### config.mk
export PLATFORM = sky130hd
export DESIGN_NAME = timer_poll_master
export DESIGN_NICKNAME = d
export VERILOG_FILES = /design/src/rtl/timer_poll_master.sv
export SDC_FILE = /design/constraint.sdc
export NUM_CORES = 1
export LEC_CHECK = 0
export CAP_MARGIN = 0
export CORE_MARGIN = 2
export CORE_UTILIZATION = 40
export CTS_CLUSTER_DIAMETER = 100
export DETAILED_ROUTE_END_ITERATION = 8
export PLACE_DENSITY_LB_ADDON = 0.1
export SYNTH_ARGS = -nofsm -noshare
export SYNTH_HDL_FRONTEND = slang
export SYNTH_SLANG_ARGS = --single-unit
### constraint.sdc
create_clock -name clk -period 3.4 [get_ports clk]
set_input_delay 0.68 -clock clk [delete_from_list [all_inputs] [get_ports clk]]
set_output_delay 0.68 -clock clk [all_outputs]
set_load 0.005 [all_outputs]
### src/rtl/timer_poll_master.sv
// timer_poll_master
// Bus initiator that drives the interval-timer peripheral in place of a CPU.
// It writes the start bit to the timer control register, waits for the
// peripheral to clear the register, then waits for the done bit. Each expiry
// produces a one-cycle tick, bumps tick_count and toggles led. In continuous
// mode the timer is re-armed after each expiry until stop is seen.
//
// Ports
//   clk, rst          clock; asynchronous active-low reset
//   start, continuous start request (IDLE/ERROR only) and re-arm mode
//   stop              clears the re-arm latch; current period still ticks
//   address, Dataout  bus address / write data
//   WE                write enable, high for one cycle per arm
//   Datain            read data from the control register
//   busy              high outside IDLE and ERROR
//   tick, tick_count  expiry pulse and wrapping expiry count
//   led               toggles on each tick
//   error             set when the peripheral never clears after an arm
//
// state       | meaning
// ------------+----------------------------------------------------------
// IDLE        | waiting for start
// WRITE_START | WE high, writing the start bit
// RELEASE     | WE low so the peripheral may clear; timeout counter reset
// WAIT_CLEAR  | polling for control[1:0]==00; bounded by CLEAR_TIMEOUT
// WAIT_DONE   | polling for control[1]==1 (no bound, periods are long)
// DONE        | tick; re-arm or go idle
// ERROR       | clear never seen; error held until the next start

module timer_poll_master #(
   parameter logic [31:0] TIMER_ADDR    = 32'h10C,
   parameter int          CLEAR_TIMEOUT = 16,
   parameter int          CNT_W         = 16
) (
   input  logic             clk,
   input  logic             rst,
   input  logic             start,
   input  logic             continuous,
   input  logic             stop,
   output logic [31:0]      address,
   output logic [31:0]      Dataout,
   output logic             WE,
   input  logic [31:0]      Datain,
   output logic             busy,
   output logic             tick,
   output logic [CNT_W-1:0] tick_count,
   output logic             led,
   output logic             error
);

   localparam int TO_W = $clog2(CLEAR_TIMEOUT + 1);

   typedef enum logic [2:0] {
      S_IDLE,
      S_WRITE_START,
      S_RELEASE,
      S_WAIT_CLEAR,
      S_WAIT_DONE,
      S_DONE,
      S_ERROR
   } state_t;

   state_t            state_q, state_d;
   logic              run_q, run_d;
   logic [TO_W-1:0]   to_cnt_q, to_cnt_d;
   logic [31:0]       address_q, dataout_q;
   logic              we_q, busy_q, tick_q, led_q, error_q;
   logic [CNT_W-1:0]  tick_count_q;
   logic              busy_state;
   logic              rest_d;

   // Only the two flag bits of the control register are meaningful.
   logic unused_datain;
   assign unused_datain = ^Datain[31:2];

   assign busy_state = (state_q != S_IDLE) && (state_q != S_ERROR);

   always_comb begin
      state_d  = state_q;
      run_d    = run_q;
      to_cnt_d = to_cnt_q;
      case (state_q)
         S_IDLE, S_ERROR: begin
            if (start) begin
               state_d = S_WRITE_START;
               run_d   = continuous;
            end
         end
         S_WRITE_START: state_d = S_RELEASE;
         S_RELEASE: begin
            to_cnt_d = '0;
            state_d  = S_WAIT_CLEAR;
         end
         S_WAIT_CLEAR: begin
            // An X on the flags fails the equality and counts as not cleared.
            if (Datain[1:0] == 2'b00) begin
               state_d = S_WAIT_DONE;
            end else begin
               to_cnt_d = to_cnt_q + TO_W'(1);
               if (to_cnt_d == TO_W'(CLEAR_TIMEOUT)) state_d = S_ERROR;
            end
         end
         S_WAIT_DONE: begin
            // An X on bit1 does not take the if-branch, i.e. treated as not done.
            if (Datain[1] == 1'b1) state_d = S_DONE;
         end
         S_DONE: state_d = (run_q && !stop) ? S_WRITE_START : S_IDLE;
         default: state_d = S_IDLE;
      endcase
      if (busy_state && stop) run_d = 1'b0;
   end

   assign rest_d = (state_d == S_IDLE) || (state_d == S_ERROR);

   // Outputs are registered from the next state so they line up with the
   // state they describe (start seen in IDLE gives WE one cycle later).
   always_ff @(posedge clk or negedge rst) begin
      if (!rst) begin
         state_q      <= S_IDLE;
         run_q        <= 1'b0;
         to_cnt_q     <= '0;
         address_q    <= '0;
         dataout_q    <= '0;
         we_q         <= 1'b0;
         busy_q       <= 1'b0;
         tick_q       <= 1'b0;
         tick_count_q <= '0;
         led_q        <= 1'b0;
         error_q      <= 1'b0;
      end else begin
         state_q   <= state_d;
         run_q     <= run_d;
         to_cnt_q  <= to_cnt_d;
         address_q <= rest_d ? 32'h0 : TIMER_ADDR;
         we_q      <= (state_d == S_WRITE_START);
         dataout_q <= (state_d == S_WRITE_START) ? 32'h1 : 32'h0;
         busy_q    <= !rest_d;
         tick_q    <= (state_d == S_DONE);
         error_q   <= (state_d == S_ERROR);
         if (state_d == S_DONE) begin
            tick_count_q <= tick_count_q + CNT_W'(1);
            led_q        <= ~led_q;
         end
      end
   end

   assign address    = address_q;
   assign Dataout    = dataout_q;
   assign WE         = we_q;
   assign busy       = busy_q;
   assign tick       = tick_q;
   assign tick_count = tick_count_q;
   assign led        = led_q;
   assign error      = error_q;

endmodule

## Word level (Yosys, flattened, before mapping)

Cells that the tools add are included.

- Add/sub/neg operators: 2
- Equal/unequal tests: 12
- Mux-type cells: 13
- Bitwise operators: 1
- Reduce and logical (&&, ||, !) cells: 16

Operators by type and width:

| cell | number |
|---|---|
| $pmux 3 s6 | 1 |
| $add 16x1->16 const B | 1 |
| $eq 3x3->1 const B | 5 |
| $mux 3 | 4 |
| $pmux 5 s2 | 1 |
| $mux 9 | 1 |
| $eq 3x1->1 const B | 2 |
| $eq 3x2->1 const B | 2 |
| $logic_not 3->1 | 2 |
| $reduce_bool 2->1 | 3 |
| $add 5x1->5 const B | 1 |
| $eq 5x5->1 const B | 1 |
| $mux 1 | 5 |
| $mux 5 | 1 |
| $reduce_and 2->1 | 2 |
| $logic_and 1x1->1 | 3 |
| $ne 3x3->1 const B | 1 |
| $reduce_bool 3->1 | 1 |
| $logic_not 1->1 | 2 |
| $logic_not 2->1 | 1 |
| $ne 2x2->1 const B | 1 |
| $reduce_or 2->1 | 1 |
| $logic_or 1x1->1 | 1 |
| $not 1->1 | 1 |

- Register bits after elaboration: 40
- Bits of input ports: 37
- Output and inout port bits: 85

## Depth between registers and ports, before layout

Gate-level depths: netlist (run 1).

- Word-level depth: 8
- Mapped depth: 6

## Worst setup path after synthesis (run 1)

No wires, ideal clock.

- Path type: input-to-reg
- Start: in Datain[1]
- End: reg tick_count_q[6], in the netlist tick_count[6]
- Setup time: 125 ps
- Arrival: 1538 ps
- Data required time: 3275 ps
- Slack: 1737 ps
- Cell stages on the path: 6
- Path buffers: 2
- Cells stage by stage: and4bb_1 > buf_6 > and3_1 > buf_6 > nand4_4 > xnor2_2

- Cells in the longest elaborated chain, start to end: 4
- Elaborated cells between the ends (all ways): 5

RTL lines:

| element | line | source |
|---|---|---|
| start: declaration | 43 | `input logic [31:0] Datain,` |
| $logic_not 2->1 | 96 | `if (Datain[1:0] == 2'b00) begin` |
| $mux 3 | 96 |  |
| $pmux 3 s6 (*) | 82 | `case (state_q)` |
| $eq 3x3->1 (*) | 140 | `if (state_d == S_DONE) begin` |
| end signal: assignment | 141 | `tick_count_q <= tick_count_q + CNT_W'(1);` |
| end: declaration | 68 | `logic [CNT_W-1:0] tick_count_q;` |

Mark *: on every way between the ends. The rest lies on a longest branch, timed or not.
A chain may end at the register's enable or synchronous reset.

## Worst setup path in the final report (run 1)

Same ends and word-level chain as after synthesis.

==> summary.md, run 1 <==
| Metric | Value |
|---|---|
| Outcome | complete, no violations |
| Final Skew | 7.28 ps |
| Met3 WL | 204 µm |
| Synth area leaders | dfrtp_1 (38%), buf_4 (25%), xnor2_1 (4.9%) |
| Per-cell routed wire length | 10.9 µm |
| Minimum clock period | 2230 ps |
| # H-tree levels | 2 |
| Fmax achieved | 449 MHz |
| Buffers on Ports | 31 |
| MaxCap Viol Count | 0 |
| Worst Reg-to-Reg Cells | 4 |
| CTS buffer count | 5 |
| Critical path fanouts, max | 8 |
| Final core utilization | 0.457 |
| Worst path cell trace | clkdlybuf4s50_1, and4bb_1, and3_1, nand4_4, xnor2_2 |
| Avg Vias per Cell | 4.25 |
| Pwr Density | 519 mW/mm² |
| Fin crit share | 0.656 |
| Global-route wire length before repair | 5010 µm |
| DRT Pass-1 Iters | 4 |
| Post-Synthesis Cell Area | 0.00198 mm² |
| CP Data Arrival Time | 2390 ps |
| Gr usage total | 0.119 |
| Critical path launch point type | primary input |
| Die span in y | 74.3 µm |
| Post-CTS sizing | 0 |
| Max-slew violations | 0 |
| Number of synthesized register bits | 30 |
| Initial Util | 0.416 |
| Final setup fails | 0 |
| GPL Wtd Cong | 0.857 |
| Postcts setup bufs | 0 |
| Synth Area per Inst | 10.0 µm² |
| Total gr overflow | 0 |
| P&R area growth vs syn | 9.80% |
| Worst hold path class | flip-flop to flip-flop |
| Highest routed layer | met4 |
| Final Hold Vio Count | 0 |
| CTS tree | yes |
| Die width | 74.3 µm |
| Clock Latency Late Sink | 280 ps |
| Crit path max-delay cell type | clkdlybuf4s50_1 |
| Peak per-stage delay on the critical path | 540 ps |
| Number of enable flip-flop cells after synthesis | 0 |
| Core Area | 0.00475 mm² |
| Row count | 25 |
| Fraction of layout cells with a size suffix above 1 | 0.0925 |
| Initial antenna violation count | 0 |
| CTS max path bufs | 2 |
| VDD IR max | 0.227 mV |
| Pin count of the biggest net entering global routing | 31 |
| Asr flop ratio synth | 1.00 |
| Final ANT Viol Nets | 0 |
| Syn. warnings | 0 |
| Clock transition at path regs | 60 ps |
| Clock sinks | 30 |
| CTS root buf | clkbuf_8 |
| Die area | 0.00553 mm² |
| WS Path Type | primary input to flip-flop |
| Synth Flop Type | dfrtp_1 |
| Metal2 WL | 1620 µm |
| Wl on met1 | 1340 µm |
| Cell count after synthesis | 197 |
| Required time of the critical path | 3560 ps |
| Nets | 265 |
| Cts hold-fix bufs | 0 |
| RSZ-0062 raised after global routing | no |
| Top cells by count, synth | buf_4 (65), dfrtp_1 (30), nand2_1 (13), xnor2_1 (11), xor2_1 (6) |
| # IOs | 122 |
| Yosys top cell area share | 0.379 |
| Most frequent cell after synthesis | buf_4 |
| Via count | 1249 |
| Number of global-route vias before repair | 1104 |
| Residual DRC | 0 |
| Yosys cell types | 46 |
| Crit. End Element | flip-flop |
| Final HPWL DP | 2490 µm |
| Diode count | 0 |
| Setup TNS | 0 ps |
| Sequential share of the synthesized area | 0.379 |
| Total Routed Length | 3220 µm |
| Lkg Pwr | 1.03 nW |
| Cell taking the most area after synthesis | dfrtp_1 |
| Initial DRC count | 47 |
| Hold depth | 1 |
==> flip-flops by register name, summed over array words and instances (netlist names) <==
register    flops
to_cnt_q        5
error           1
tick_count     16
tick            1
address         1
Dataout         1
state_q         3
run_q           1
led             1
==> worst max-delay path: cells and delay by family <==
kind,cells,cell delay (ps)
AND/OR/NAND/NOR,3,1030
buffers and inverters,1,540
XOR/XNOR,1,150
==> layer usage <==
layer  global-route usage  vias up
li1                     -      600
met1                0.149      599
met2                0.188       42
met3               0.0420        8
met4               0.0536        0
met5                    0        -
==> through the flow <==
step / cell area, µm² / worst slack [ps] / hold slack (ps) / total power, mW / std cells
6_report: 2170 / 1170 / 471 / 1.13 / 294
5_1_grt: 2170 / 1090 / 487 / 1.22 / 294
4_1_cts: 2170 / 1160 / 475 / 1.14 / 294
3_5_place_dp: 2080 / 870 / 467 / 0.850 / 286
3_3_place_gp: 2080 / 895 / 456 / 0.836 / 286
2_1_floorplan: 2200 / 1740 / 384 / 0.779 / 256
==> final timing paths <==
path | from | to | slack (ps)
max in group asynchronous | rst | state_q[0] | 2320
max | Datain[1] | tick_count[6] | 1170
min in group asynchronous | rst | tick_count[4] | 790
min | tick_count[15] | tick_count[15] | 470
max reg2reg | state_q[1] | tick_count[6] | 1490
min reg2reg | tick_count[15] | tick_count[15] | 470
==> cells by family after synthesis <==
logic type | Yosys count | share of synthesized area
AO/OA/AOI/OAI | 22 | 0.0771
XOR/XNOR | 18 | 0.0834
adder cells (fa/ha/maj) | 3 | 0.0177
buffers and inverters | 72 | 0.269
flip-flops | 30 | 0.379
multiplexers | 2 | 0.0107
other | 1 | 0.00189
AND/OR/NAND/NOR | 49 | 0.161
==> cell usage in the layout (no fill, tap or decap), drive strengths merged, types with 2 or more instances in the layout <==
cell,count
nor2,6
a22o,2
conb,60
xor2,6
xnor2,12
nand3b,2
nand4,6
ha,2
nand3,8
a21oi,3
nor2b,2
o21ai,8
and3,3
and4,2
clkdlybuf4s50,31
nand2,13
dfrtp,30
clkbuf,7
inv,3
a32oi,2
==> power breakdown <==
| part | internal, mW | leakage (nW) | switching, mW |
|---|---|---|---|
| logic | 0.171 | 0.583 | 0.163 |
| registers | 0.416 | 0.403 | 0.0909 |
| clock network | 0.163 | 0.0482 | 0.125 |
| total | 0.750 | 1.03 | 0.379 |
==> final cells by class <==
cell class | instances | area (µm²)
Clock inverter | 1 | 5.00
Inverter | 3 | 11.3
Tap cell | 67 | 83.8
Fill cell | 499 | 2580
Clock buffer | 7 | 86.3
Timing Repair Buffer | 32 | 318
Sequential cell | 30 | 751
Multi-Input combinational cell | 154 | 918
No activity file was read; power rests on OpenSTA's default activity.
==> run 2: changes to the inputs <==
--- a/config.mk
+++ b/config.mk
@@ -7,7 +7,7 @@
 export LEC_CHECK = 0
 export CAP_MARGIN = 0
 export CORE_MARGIN = 2
-export CORE_UTILIZATION = 40
+export CORE_UTILIZATION = 37
 export CTS_CLUSTER_DIAMETER = 100
 export DETAILED_ROUTE_END_ITERATION = 8
 export PLACE_DENSITY_LB_ADDON = 0.1
==> constraint.sdc (replaced) <==
create_clock -name clk -period 2.2 [get_ports clk]
set_input_delay 0.44 -clock clk [delete_from_list [all_inputs] [get_ports clk]]
set_output_delay 0.44 -clock clk [all_outputs]
set_load 0.005 [all_outputs]
==> summary.md, run 2 (synthesis results as in run 1) <==
| Metric | Value |
|---|---|
| Initial Util | 0.385 (-0.0312) |
| Fraction of layout cells with a size suffix above 1 | 0.101 (+0.00837) |
| Post-CTS sizing | 0 (unchanged) |
| Core Area | 0.00514 mm² (+8.1%) |
| Initial antenna violation count | 0 (unchanged) |
| Fillers | 549 (+10%) |
| Cts hold-fix bufs | 0 (unchanged) |
| Avg Vias per Cell | 4.08 (-3.9%) |
| Final Hold Vio Count | 0 (unchanged) |
| Comb pwr share | 0.302 (+0.006) |
| Buf+Inv Stages, Crit Path | 1 (unchanged) |
| Clock sinks | 30 (unchanged) |
| Die span in y | 77.1 µm (+3.8%) |
| Total gr overflow | 0 (unchanged) |
| Critical path launch point type | flip-flop |
| CTS max path bufs | 2 (unchanged) |
| Postcts setup bufs | 0 (unchanged) |
| Outcome | complete, no violations |
| Clock transition at path regs | 60 ps (about the same) |
| Total Routed Length | 3160 µm (-1.8%) |
| # H-tree levels | 2 (unchanged) |
| Buffers on Ports | 31 (unchanged) |
| Global-route wire length before repair | 5170 µm (+3.2%) |
| Die area | 0.00595 mm² (+7.7%) |
| Worst r2r src | state_q[1] |
| CTS buffer count | 5 (unchanged) |
| Die width | 77.1 µm (+3.8%) |
| Clock Latency Late Sink | 280 ps (about the same) |
| Net Sw Power | 0.584 mW (+54%) |
| WS Path Type | flip-flop to output port |
| Nets | 267 (+0.75%) |
| Gr usage total | 0.110 (-0.00923) |
| Hold depth | 1 (unchanged) |
| Critical path's top delay family | buffers and inverters |
| Register-to-register setup slack | 520 ps (-970 ps) |
| Clock power frac | 0.237 (-0.018) |
| Final Skew | 9.14 ps (+1.86 ps) |
| Per-cell routed wire length | 10.6 µm (-3.1%) |
| CTS root buf | clkbuf_8 |
| Worst Reg-to-Reg Cells | 4 (unchanged) |
| Setup TNS | 0 ps (unchanged) |
| Fmax achieved | 564 MHz |
| Lkg Pwr | 1.04 nW (+0.56%) |
| CP Data Arrival Time | 1330 ps (-1060 ps) |
| MaxCap Viol Count | 0 (unchanged) |
| Row count | 26 (+4.0%) |
| GPL Wtd Cong | 0.747 (-13%) |
| Commonest non-fill, non-tap cell in the layout | conb_1 |
| Final hold slack | 472 ps (+0.115 ps) |
| Worst hold path class | flip-flop to flip-flop |
| Pin count of the biggest net entering global routing | 31 (unchanged) |
| Largest register FFs | 16 (unchanged) |
| Final HPWL DP | 2400 µm (-3.8%) |
| Max-slew violations | 0 (unchanged) |
| Worst path cell trace | clkdlybuf4s50_1 |
| Most frequent cells in the layout | conb_1 (60), clkdlybuf4s50_1 (31), dfrtp_1 (30), nand2_1 (13), xnor2_1 (11) |
| DRT Pass-1 Iters | 4 (unchanged) |
| Via count | 1217 (-2.6%) |
| Initial DRC count | 23 (-51%) |
| Sequential share of power | 0.460 (+0.011) |
| VDD IR max | 0.357 mV (+58%) |
| Peak per-stage delay on the critical path | 560 ps (+20 ps) |
| Number of global-route vias before repair | 1109 (+0.45%) |
| Diode count | 0 (unchanged) |
| CTS tree | yes |
| # IOs | 122 (unchanged) |
| Critical path depth | 1 (-4) |
| Final setup fails | 0 (unchanged) |
| Pint | 1.12 mW (+50%) |
| Minimum clock period | 1770 ps |
| RSZ-0062 raised after global routing | no |
| Worst Hold Endpoint | tick_count[15] |
| Pwr Density | 782 mW/mm² (+51%) |
| RR Endpoint | tick_count[6] |
| Hold Crit Start | tick_count[15] |
| Crit. End Element | output port |
| P&R area growth vs syn | 10.1% |
| Switching share of power | 0.342 (+0.00689) |
| Fin crit share | 0.806 |
| Required time of the critical path | 1760 ps (-1800 ps) |
| Critical path fanouts, max | 7 (-1) |
| Final ANT Viol Nets | 0 (unchanged) |
| Crit path max-delay cell type | clkdlybuf4s50_1 |
| Residual DRC | 0 (unchanged) |
-- run 2: cell count changes in the layout (fill, tap and decap cells not counted) --
cell / change
clkbuf_8: -1
clkinv_2: +1
clkbuf_1: -1
buf_4: +2
-- run 2: worst max path at each step --
stage	from	end
after floorplan	Datain[1]	tick_count[6]
after global placement	Datain[1]	tick_count[6]
after detailed placement	Datain[1]	tick_count[6]
after CTS	tick_count[3]	tick_count[3]
after global routing	tick_count[3]	tick_count[3]
final	tick_count[3]	tick_count[3]
-- run 2: layout make-up --
type	instances	area, µm²	share of cell area
multi-input combinational	154	918	0.421
sequential	30	751	0.344
timing repair buffer	34	333	0.153
tap	70	87.6	0.0402
clock buffer	5	68.8	0.0316
inverter	3	11.3	0.00517
clock inverter	2	10.0	0.00459
-- run 2: power by group through the flow --
stage | logic [mW] | clock network, mW | registers (mW)
after global routing | 0.593 | 0.463 | 0.810
after detailed placement | 0.525 | 0 | 0.794
after global placement | 0.518 | 0 | 0.797
after CTS | 0.526 | 0.426 | 0.785
after floorplan | 0.484 | 0 | 0.720
final | 0.516 | 0.404 | 0.785
-- run 2: stage by stage --
| stage | util | power [mW] | area, µm² | setup WS, ps | instances |
|---|---|---|---|---|---|
| 2_1_floorplan | - | 1.20 | 2200 | 777 | 256 |
| 3_3_place_gp | 0.409 | 1.32 | 2100 | 186 | 291 |
| 3_5_place_dp | 0.409 | 1.32 | 2100 | 163 | 291 |
| 4_1_cts | 0.424 | 1.74 | 2180 | 412 | 298 |
| 5_1_grt | 0.424 | 1.87 | 2180 | 378 | 298 |
| 6_report | 0.424 | 1.71 | 2180 | 426 | 298 |
-- run 2: routing by layer --
metal,track usage,wire (µm),up-vias
met1,0.145,1470,571
met5,0,0,-
met3,0.0447,174,5
li1,-,-,603
met4,0.0375,31,0
met2,0.163,1490,38
==> run 3: changes to the inputs <==
==> constraint.sdc (replaced) <==
create_clock -name clk -period 1.8 [get_ports clk]
set_input_delay 0.36 -clock clk [delete_from_list [all_inputs] [get_ports clk]]
set_output_delay 0.36 -clock clk [all_outputs]
set_load 0.005 [all_outputs]
==> summary.md, run 3 (synthesis results as in run 1) <==
| Metric | Value |
|---|---|
| Commonest non-fill, non-tap cell in the layout | conb_1 |
| Worst hold path class | primary input to async pin |
| Buf+Inv Stages, Crit Path | 1 (unchanged) |
| Final Hold Vio Count | 0 (unchanged) |
| Final setup fails | 0 (unchanged) |
| Per-cell routed wire length | 10.7 µm (+0.51%) |
| Cts hold-fix bufs | 0 (unchanged) |
| Pre-CTS WS | -57.7 ps (-221 ps) |
| CTS root buf | clkbuf_8 |
| Number of global-route vias before repair | 1147 (+3.4%) |
| Total Routed Length | 3270 µm (+3.5%) |
| Critical path's top delay family | buffers and inverters |
| CTS buffer count | 5 (unchanged) |
| Largest register FFs | 16 (unchanged) |
| # IOs | 122 (unchanged) |
| Clock Latency Late Sink | 280 ps (about the same) |
| Global-route wire length before repair | 5360 µm (+3.7%) |
| CTS max path bufs | 2 (unchanged) |
| Final Skew | 14.0 ps (+4.87 ps) |
| Critical path launch point type | flip-flop |
| Row count | 26 (unchanged) |
| Crit. End Element | output port |
| DRT Pass-1 Iters | 4 (unchanged) |
| Most frequent cells in the layout | conb_1 (60), clkdlybuf4s50_1 (31), dfrtp_1 (30), nand2_1 (13) |
| Die area | 0.00595 mm² (unchanged) |
| Clock transition at path regs | 70 ps (about the same) |
| Die span in y | 77.1 µm (unchanged) |
| # H-tree levels | 2 (unchanged) |
| Fmax achieved | 586 MHz |
| Die width | 77.1 µm (unchanged) |
| Buffers on Ports | 31 (unchanged) |
| Pwr Density | 955 mW/mm² (+22%) |
| Total gr overflow | 0 (unchanged) |
| Via count | 1295 (+6.4%) |
| Max-slew violations | 0 (unchanged) |
| CTS tree | yes |
| Final HPWL DP | 2490 µm (+3.9%) |
| Outcome | complete, no violations |
| MaxCap Viol Count | 0 (unchanged) |
| WS Path Type | flip-flop to output port |
| Peak per-stage delay on the critical path | 560 ps (about the same) |
| Worst path cell trace | clkdlybuf4s50_1 |
| VDD IR max | 0.564 mV (+58%) |
| Setup TNS | 0 ps (unchanged) |
| Residual DRC | 0 (unchanged) |
| P&R area growth vs syn | 14.2% |
| Setup slack after layout | 94.9 ps (-331 ps) |
| Crit path max-delay cell type | clkdlybuf4s50_1 |
| Final ANT Viol Nets | 0 (unchanged) |
| Fin crit share | 0.947 |
| Gr usage total | 0.113 (+0.00271) |
| Required time of the critical path | 1440 ps (-320 ps) |
| RSZ-0062 raised after global routing | no |
| Post-CTS sizing | 0 (unchanged) |
| Postcts setup bufs | 0 (unchanged) |
| Critical path fanouts, max | 7 (unchanged) |
| GPL Wtd Cong | 0.770 (+3.0%) |
| Fraction of layout cells with a size suffix above 1 | 0.135 (+0.0341) |
| Minimum clock period | 1710 ps |
| Final hold slack | 464 ps (-7.35 ps) |
| Total power | 2.16 mW (+27%) |
| Lkg Pwr | 1.09 nW (+4.6%) |
| Pin count of the biggest net entering global routing | 31 (unchanged) |
| Clock sinks | 30 (unchanged) |
| Nets | 276 (+3.4%) |
| Avg Vias per Cell | 4.22 (+3.3%) |
| CP Data Arrival Time | 1350 ps (+20 ps) |
| Diode count | 0 (unchanged) |
| Core Area | 0.00514 mm² (unchanged) |
| Initial DRC count | 36 (+57%) |
| Initial antenna violation count | 0 (unchanged) |
| Initial Util | 0.385 (unchanged) |
## run 3: changes by cell type in the layout (fill, tap and decap cells not counted)
cell,previous run,this run
buf_4,3,11
buf_12,0,1
## run 3: final timing paths
path,startpoint,endpoint,slack (ps),depth (start not counted)
hold reg to reg,tick_count[15],tick_count[15],470,1
setup reg to reg,state_q[1],address[3],340,4
min in group clk,tick_count[15],tick_count[15],470,1
max in group asynchronous,rst,led,1050,2
hold / removal,rst,tick_count[10],460,2
setup / recovery,tick_count[3],tick_count[3],90,1
## run 3: metal layers
metal  up-vias  routed length [µm]  global-route usage
met5         -                   0                   0
met4         0                  40              0.0536
met3         6                 187              0.0388
met2        41                1600               0.163
met1       627                1440               0.150
li1        621                   -                   -
## run 3: metrics by stage
step	instances	util	area (µm²)
global placement	300	0.424	2180
finish	307	0.440	2260
detailed placement	300	0.424	2180
floorplan	256	-	2200
global route	307	0.440	2260
CTS	307	0.440	2260
## run 3: final cells by class
class                   instances  area (µm²)
repair buffers                 43         413
clock inverters                 2        10.0
flip-flops and latches         30         751
well taps                      70        87.6
fillers                       530        2880
multi-input cells             154         918
inverters                       3        11.3
clock buffers                   5        68.8
## run 3: report_power, final
part	internal [mW]	leakage, nW	total (mW)	switching, mW
Combinational	0.378	0.640	0.763	0.385
Sequential	0.787	0.403	0.889	0.102
Clock	0.259	0.0438	0.507	0.248
